$ cat src/rtl/mmcm_lock_sequencer.sv
// MMCM reset/power-down sequencer with lock debounce and bounded retries.
// Drives MMCM RST/PWRDWN and reports filtered ready or sticky fail.
module mmcm_lock_sequencer #(
  parameter int RST_CYCLES   = 16,
  parameter int LOCK_TIMEOUT = 65535,
  parameter int LOCK_FILTER  = 8,
  parameter int MAX_RETRIES  = 3
) (
  input  logic       clk,
  input  logic       rst,
  input  logic       start,
  input  logic       pwrdwn_req,
  input  logic       locked_in,
  output logic       mmcm_rst,
  output logic       mmcm_pwrdwn,
  output logic       ready,
  output logic       fail,
  output logic [3:0] retry_cnt,
  output logic [7:0] lost_lock_cnt,
  output logic [2:0] state
);

  typedef enum logic [2:0] {
    S_IDLE   = 3'd0,
    S_RESET  = 3'd1,
    S_WAIT   = 3'd2,
    S_LOCKED = 3'd3,
    S_PWRDN  = 3'd4,
    S_FAIL   = 3'd5
  } state_t;

  localparam logic [19:0] RST_LAST = 20'(RST_CYCLES - 1);
  localparam logic [19:0] TO_LAST  = 20'(LOCK_TIMEOUT - 1);
  localparam logic [7:0]  FL_LAST  = 8'(LOCK_FILTER - 1);
  localparam logic [3:0]  R_MAX    = 4'(MAX_RETRIES);

  state_t      r_state;
  state_t      w_nxt;
  logic        r_sync1;
  logic        r_lk;
  logic [19:0] r_tmr;
  logic [19:0] w_tmr;
  logic [7:0]  r_flt;
  logic [7:0]  w_flt;
  logic [3:0]  r_retry;
  logic [3:0]  w_retry;
  logic [7:0]  r_lost;
  logic [7:0]  w_lost;
  logic        r_mrst;
  logic        r_mpd;
  logic        r_rdy;
  logic        r_fail;

  always_comb begin
    w_nxt   = r_state;
    w_retry = r_retry;
    w_lost  = r_lost;
    w_tmr   = r_tmr + 20'd1;
    w_flt   = r_lk ? r_flt + 8'd1 : 8'd0;
    unique case (r_state)
      S_IDLE: begin
        if (pwrdwn_req) begin
          w_nxt = S_PWRDN;
        end else if (start) begin
          w_nxt   = S_RESET;
          w_retry = '0;
        end
      end
      S_RESET: begin
        if (pwrdwn_req)            w_nxt = S_PWRDN;
        else if (r_tmr == RST_LAST) w_nxt = S_WAIT;
      end
      S_WAIT: begin
        if (pwrdwn_req) begin
          w_nxt = S_PWRDN;
        end else if (r_lk && r_flt == FL_LAST) begin
          // lock beats a coincident timeout
          w_nxt = S_LOCKED;
        end else if (r_tmr == TO_LAST) begin
          if (r_retry == R_MAX) begin
            w_nxt = S_FAIL;
          end else begin
            w_nxt   = S_RESET;
            w_retry = r_retry + 4'd1;
          end
        end
      end
      S_LOCKED: begin
        if (pwrdwn_req) begin
          w_nxt = S_PWRDN;
        end else if (!r_lk) begin
          w_nxt   = S_RESET;
          w_retry = '0;
          if (r_lost != 8'hFF) w_lost = r_lost + 8'd1;
        end
      end
      S_PWRDN: begin
        if (!pwrdwn_req) begin
          w_nxt   = S_RESET;
          w_retry = '0;
        end
      end
      S_FAIL: begin
        if (start) begin
          w_nxt   = S_RESET;
          w_retry = '0;
        end
      end
      default: w_nxt = S_IDLE;
    endcase
    if (w_nxt != r_state) begin
      w_tmr = '0;
      w_flt = '0;
    end
  end

  always_ff @(posedge clk) begin
    if (rst) begin
      r_sync1 <= 1'b0;
      r_lk    <= 1'b0;
      r_state <= S_IDLE;
      r_tmr   <= '0;
      r_flt   <= '0;
      r_retry <= '0;
      r_lost  <= '0;
      r_mrst  <= 1'b1;
      r_mpd   <= 1'b0;
      r_rdy   <= 1'b0;
      r_fail  <= 1'b0;
    end else begin
      r_sync1 <= locked_in;
      r_lk    <= r_sync1;
      r_state <= w_nxt;
      r_tmr   <= w_tmr;
      r_flt   <= w_flt;
      r_retry <= w_retry;
      r_lost  <= w_lost;
      r_mrst  <= (w_nxt == S_IDLE) || (w_nxt == S_RESET) ||
                 (w_nxt == S_PWRDN) || (w_nxt == S_FAIL);
      r_mpd   <= (w_nxt == S_PWRDN);
      r_rdy   <= (w_nxt == S_LOCKED);
      r_fail  <= (w_nxt == S_FAIL);
    end
  end

  assign mmcm_rst      = r_mrst;
  assign mmcm_pwrdwn   = r_mpd;
  assign ready         = r_rdy;
  assign fail          = r_fail;
  assign retry_cnt     = r_retry;
  assign lost_lock_cnt = r_lost;
  assign state         = r_state;

endmodule

$ cat config.mk
export PLATFORM = sky130hd
export DESIGN_NAME = mmcm_lock_sequencer
export DESIGN_NICKNAME = d
export VERILOG_FILES = /design/src/rtl/mmcm_lock_sequencer.sv
export SDC_FILE = /design/constraint.sdc
export NUM_CORES = 1
export LEC_CHECK = 0
export ABC_AREA = 0
export CORE_ASPECT_RATIO = 1.25
export CORE_MARGIN = 3
export CORE_UTILIZATION = 45
export CTS_BUF_LIST = sky130_fd_sc_hd__clkbuf_8
export DETAILED_ROUTE_END_ITERATION = 12
export GPL_TIMING_DRIVEN = 0
export PLACE_DENSITY = 0.69
export SETUP_SLACK_MARGIN = 0.5
export SKIP_LAST_GASP = 1
export SYNTH_ARGS = -nofsm -noshare
export SYNTH_HDL_FRONTEND = slang
export SYNTH_SLANG_ARGS = --single-unit
$ cat constraint.sdc
create_clock -name clk -period 2.5 [get_ports clk]
set_input_delay 0.5 -clock clk [delete_from_list [all_inputs] [get_ports clk]]
set_output_delay 0.5 -clock clk [all_outputs]
set_load 0.005 [all_outputs]
==> results of run 1 <==
routing by layer:
layer	vias up	part of all wire (%)	global-route usage (%)
met3	10	4.1	2.92
met1	1051	43	21.6
met2	38	51	31.6
met5	-	0	0
li1	1110	-	-
met4	0	2.1	10.8
worst reg2reg max path: stages (launching register included):
cell and delay (ps):
dfxtp_2 330, or4_4 530, or3_4 340, or4_4 450, a221oi_4 260, buf_4 170
buf_12 140, nor4b_2 60
report_power, final:
| group | switching [mW] | internal, mW |
|---|---|---|
| logic | 0.124 | 0.102 |
| registers | 0.00979 | 0.789 |
| clock network | 0.270 | 0.325 |
final timing paths:
kind                  startpoint                  end  slack (ps)  depth (start not counted)
max reg2reg  r_tmr[9]$_SDFF_PP0_  r_flt[0]$_SDFF_PP0_         120                          7
min reg2reg   r_sync1$_SDFF_PP0_      r_lk$_SDFF_PP0_         450                          1
max          r_tmr[9]$_SDFF_PP0_  r_flt[0]$_SDFF_PP0_         120                          7
min           r_sync1$_SDFF_PP0_      r_lk$_SDFF_PP0_         450                          1
state kept, by name, indices dropped and copies added (netlist names), 3 cells and up:
signal and flops:
r_flt 8, r_tmr 20, state 3, lost_lock_cnt 8
retry_cnt 4
placed cells by master (no fill, tap or decap), types with 3 or more instances in the layout:
master | netlist | final
a21oi_1 | 11 | 10
buf_4 | 0 | 13
buf_6 | 1 | 4
clkbuf_2 | 0 | 3
clkbuf_8 | 0 | 6
clkdlybuf4s50_1 | 0 | 22
dfxtp_1 | 49 | 40
dfxtp_2 | 0 | 7
ha_1 | 5 | 4
inv_1 | 11 | 11
nand2_1 | 20 | 19
nand2b_1 | 3 | 3
nand3_1 | 15 | 14
nand4_1 | 9 | 9
nor2_1 | 21 | 21
nor2b_1 | 4 | 4
nor3_1 | 26 | 13
nor3_2 | 10 | 20
nor3_4 | 0 | 3
o211ai_1 | 3 | 3
o21ai_0 | 6 | 5
or3_1 | 8 | 7
or4_4 | 1 | 3
xnor2_1 | 17 | 17
xor2_1 | 13 | 13
what timing repair did:
item                                    in CTS  in global routing
gates cloned                                 1                  0
gates resized for setup                     17                 47
pin swaps                                    4                 11
endpoints found under the setup margin      44                 45
setup buffers                               11                  5
through the flow:
step	setup TNS, ps	setup slack (ps)	hold slack, ps	utilization (%)
4_1_cts	0	114	454	58.7
2_1_floorplan	0	93.1	414	-
3_5_place_dp	-6400	-325	432	53.7
3_3_place_gp	-5390	-281	421	53.7
5_1_grt	0	75.9	473	62.8
6_report	0	119	451	62.8
cell type report:
type,count,area [sq um],share of cell area (%)
Multi-Input combinational cell,213,1570,48.3
Sequential cell,49,997,30.6
Timing Repair Buffer,39,372,11.4
Clock buffer,6,82.6,2.54
Tap cell,62,77.6,2.38
Buffer,10,75.1,2.31
Inverter,11,41.3,1.27
Clock inverter,2,37.5,1.15
cell families after synthesis:
kind of cell,synth area share [%]
adders and majority gates,2.53
buffers and inverters,3.99
muxes,0.404
DFF,39.6
xor gates and xnor gates,10.6
AOI/OAI and AO/OA,10.3
and+or+nand+nor,32.6
==> flow_summary.html, run 1 <==
<table>
<tr><th>Metric</th><th>Value</th></tr>
<tr><th colspan="2">Status</th></tr>
<tr><td>Outcome</td><td>finished, final reports clean</td></tr>
<tr><th colspan="2">Clock tree</th></tr>
<tr><td>Clk sinks</td><td>approximately 50</td></tr>
<tr><td>Clock transition at the register clock pins on the worst setup and hold paths after CTS</td><td>~90 ps</td></tr>
<tr><td>Clock tree from TritonCTS</td><td>yes</td></tr>
<tr><td>Clock latency on the worst-skew pair</td><td>310 ps</td></tr>
<tr><td>CTS Buffer Depth</td><td>2</td></tr>
<tr><td>Number of clock buffers inserted by TritonCTS</td><td>5</td></tr>
<tr><td>CTS Hold Buffers Added</td><td>0</td></tr>
<tr><td>CTS H-Tree Depth</td><td>2</td></tr>
<tr><td>Clock tree root driver cell</td><td>clkbuf_8</td></tr>
<tr><th colspan="2">Timing</th></tr>
<tr><td>Slew of the pin with the lowest slew margin</td><td>519 ps</td></tr>
<tr><td>Setup Viol. Count Final</td><td>0</td></tr>
<tr><td>Headroom to the max-slew limit</td><td>around two thirds</td></tr>
<tr><td>Final count of pins violating max slew</td><td>0</td></tr>
<tr><td>Fmax</td><td>between 400 and 500 MHz</td></tr>
<tr><td>Final worst-path cycle share</td><td>95.2%</td></tr>
<tr><td>Worst-case clock skew</td><td>10.8 ps</td></tr>
<tr><td>Final min period</td><td>around 2400 ps</td></tr>
<tr><td>Final Hold Fails</td><td>0</td></tr>
<tr><td>RSZ-0062 raised after global routing</td><td>true</td></tr>
<tr><th colspan="2">Worst setup path</th></tr>
<tr><td>Kind of end point of the critical path</td><td>flop</td></tr>
<tr><td>Maximum single-stage delay on the critical path</td><td>between 500 and 600 ps</td></tr>
<tr><td>Critical path startpoint category</td><td>flop</td></tr>
<tr><td>Arrival @ worst endpoint</td><td>2580 ps</td></tr>
<tr><td>Required time of the critical path</td><td>2700 ps</td></tr>
<tr><td>Worst path cell trace</td><td>or4_4 &gt; or3_4 &gt; or4_4 &gt; a221oi_4 &gt; buf_4 &gt; buf_12 &gt; nor4b_2</td></tr>
<tr><td>Critical path buffers and inverters</td><td>2</td></tr>
<tr><td>Critical path class</td><td>flop to flop</td></tr>
<tr><td>Critical path's top delay family</td><td>simple AND/OR/NAND/NOR gates</td></tr>
<tr><td>Slowest library cell on the worst path</td><td>or4_4</td></tr>
<tr><td>Cell type with the highest occurrence count on the critical path</td><td>or4_4</td></tr>
<tr><td>Worst-path maximum fanout</td><td>8</td></tr>
<tr><th colspan="2">Synth</th></tr>
<tr><td>Synth top cells by count</td><td>49 x dfxtp_1, 26 x nor3_1, 21 x nor2_1</td></tr>
<tr><td>Combined area of all synthesized cells</td><td>roughly 0.0025 sq mm</td></tr>
<tr><td>Count of warnings emitted by yosys</td><td>0</td></tr>
<tr><td>Number of distinct library cells after synthesis</td><td>a little under 50</td></tr>
<tr><td>Post-synthesis area per instance</td><td>just under 9 sq um</td></tr>
<tr><td>Portion of synthesized cell area occupied by the leading cell type</td><td>between 30% and 40%</td></tr>
<tr><td>Largest cells by area after synthesis</td><td>dfxtp_1 40%, xnor2_1 6.0%, nor3_1 5.3%, xor2_1 4.6%, nor3_2 4.0%</td></tr>
<tr><td>Number of standard cells after synthesis</td><td>approximately 280</td></tr>
<tr><td>Post-synth top flop</td><td>dfxtp_1</td></tr>
<tr><td>Sequential element share of the synthesized area</td><td>between 30 and 40%</td></tr>
<tr><td>Dominant cell type by area after synthesis</td><td>dfxtp_1</td></tr>
<tr><td>Async set-or-reset flop fraction in the synthesized netlist</td><td>0%</td></tr>
<tr><td>EDFF count, synth</td><td>0</td></tr>
<tr><td>Most frequently used cell type in the post-synthesis netlist</td><td>dfxtp_1</td></tr>
<tr><td>#FFs+latches synth</td><td>between 40 and 50</td></tr>
<tr><td>Syn nets</td><td>293</td></tr>
<tr><th colspan="2">Finish</th></tr>
<tr><td>Nets@finish</td><td>339</td></tr>
<tr><td>Area added between synthesis and finish</td><td>31.5%</td></tr>
<tr><td>Final instance area</td><td>~0.0033 sq mm</td></tr>
<tr><td>Cell Count, Final, Fillers Out</td><td>approximately 400</td></tr>
<tr><td>Ratio of cells with drive above 1 in the final layout</td><td>~27%</td></tr>
<tr><td>Number of fill cells in the layout</td><td>about 430</td></tr>
<tr><td>Number of diodes added for antenna fixing</td><td>0</td></tr>
<tr><th colspan="2">Global routing</th></tr>
<tr><td>Number of antenna violations at the first check in global routing</td><td>0</td></tr>
<tr><td>Total global routing track utilization</td><td>between 10% and 20%</td></tr>
<tr><td>Remaining Overflow, GRT</td><td>0</td></tr>
<tr><td>Pin count of the biggest net entering global routing</td><td>16</td></tr>
<tr><td>Wire length of the first global-routing pass</td><td>between 9000 and 10,000 um</td></tr>
<tr><td>Vias in the first global route</td><td>about 2.2k</td></tr>
<tr><th colspan="2">Detailed routing</th></tr>
<tr><td>Wirelength, routed</td><td>5770 um</td></tr>
<tr><td>Antenna Violating Nets Remaining</td><td>0</td></tr>
<tr><td>Routed via count divided by cell count</td><td>5.64</td></tr>
<tr><td>Via count</td><td>2,209</td></tr>
<tr><td>Wire length per cell after detailed routing</td><td>14.7 um</td></tr>
<tr><td>DRC</td><td>0</td></tr>
<tr><td>Initial DRC Count</td><td>between 100 and 150</td></tr>
<tr><td>First-pass detailed-route iteration total</td><td>4</td></tr>
<tr><th colspan="2">Pwr</th></tr>
<tr><td>Post-route total power</td><td>1.62 mW</td></tr>
<tr><td>IR Drop Worst-Case VDD</td><td>between 0.2 and 0.3 mV</td></tr>
<tr><td>Power density over cell area</td><td>about 500 mW/mm^2</td></tr>
<tr><td>Lkg Pwr</td><td>between 1 and 1.5 nW</td></tr>
<tr><th colspan="2">Placement</th></tr>
<tr><td>Placed Area</td><td>~0.0028 sq mm</td></tr>
<tr><td>HPWL Detailed</td><td>around 3700 um</td></tr>
<tr><td>Total placed cells including tap cells</td><td>367</td></tr>
<tr><td>Global placer's final weighted congestion</td><td>0.910</td></tr>
<tr><td>Number of I/O port buffers</td><td>22</td></tr>
<tr><th colspan="2">Die</th></tr>
<tr><td>Die footprint</td><td>0.00644 sq mm</td></tr>
<tr><td>Initial core utilization</td><td>between 40 and 50%</td></tr>
<tr><td>Die Span X</td><td>72.4 um</td></tr>
<tr><td>Std cell rows</td><td>29</td></tr>
<tr><td>Core area</td><td>slightly above 0.005 sq mm</td></tr>
<tr><td>Height of the die</td><td>slightly below 90 um</td></tr>
<tr><td>Boundary Pins</td><td>24</td></tr>
<tr><th colspan="2">Hold path</th></tr>
<tr><td>Kind of path behind the tightest hold check</td><td>flop to flop</td></tr>
<tr><th colspan="2">Job</th></tr>
<tr><td>Max Cap Violations</td><td>0</td></tr>
</table>
Note: power is estimated with default switching activity, not from simulation.
==> run 2: changes to the inputs <==
--- a/config.mk
+++ b/config.mk
@@ -15,6 +15,7 @@
 export PLACE_DENSITY = 0.69
 export SETUP_SLACK_MARGIN = 0.5
 export SKIP_LAST_GASP = 1
+export SLEW_MARGIN = 10
 export SYNTH_ARGS = -nofsm -noshare
 export SYNTH_HDL_FRONTEND = slang
 export SYNTH_SLANG_ARGS = --single-unit
==> results of run 2 <==
The final DEF is identical to that of run 1; final timing and power are the same.
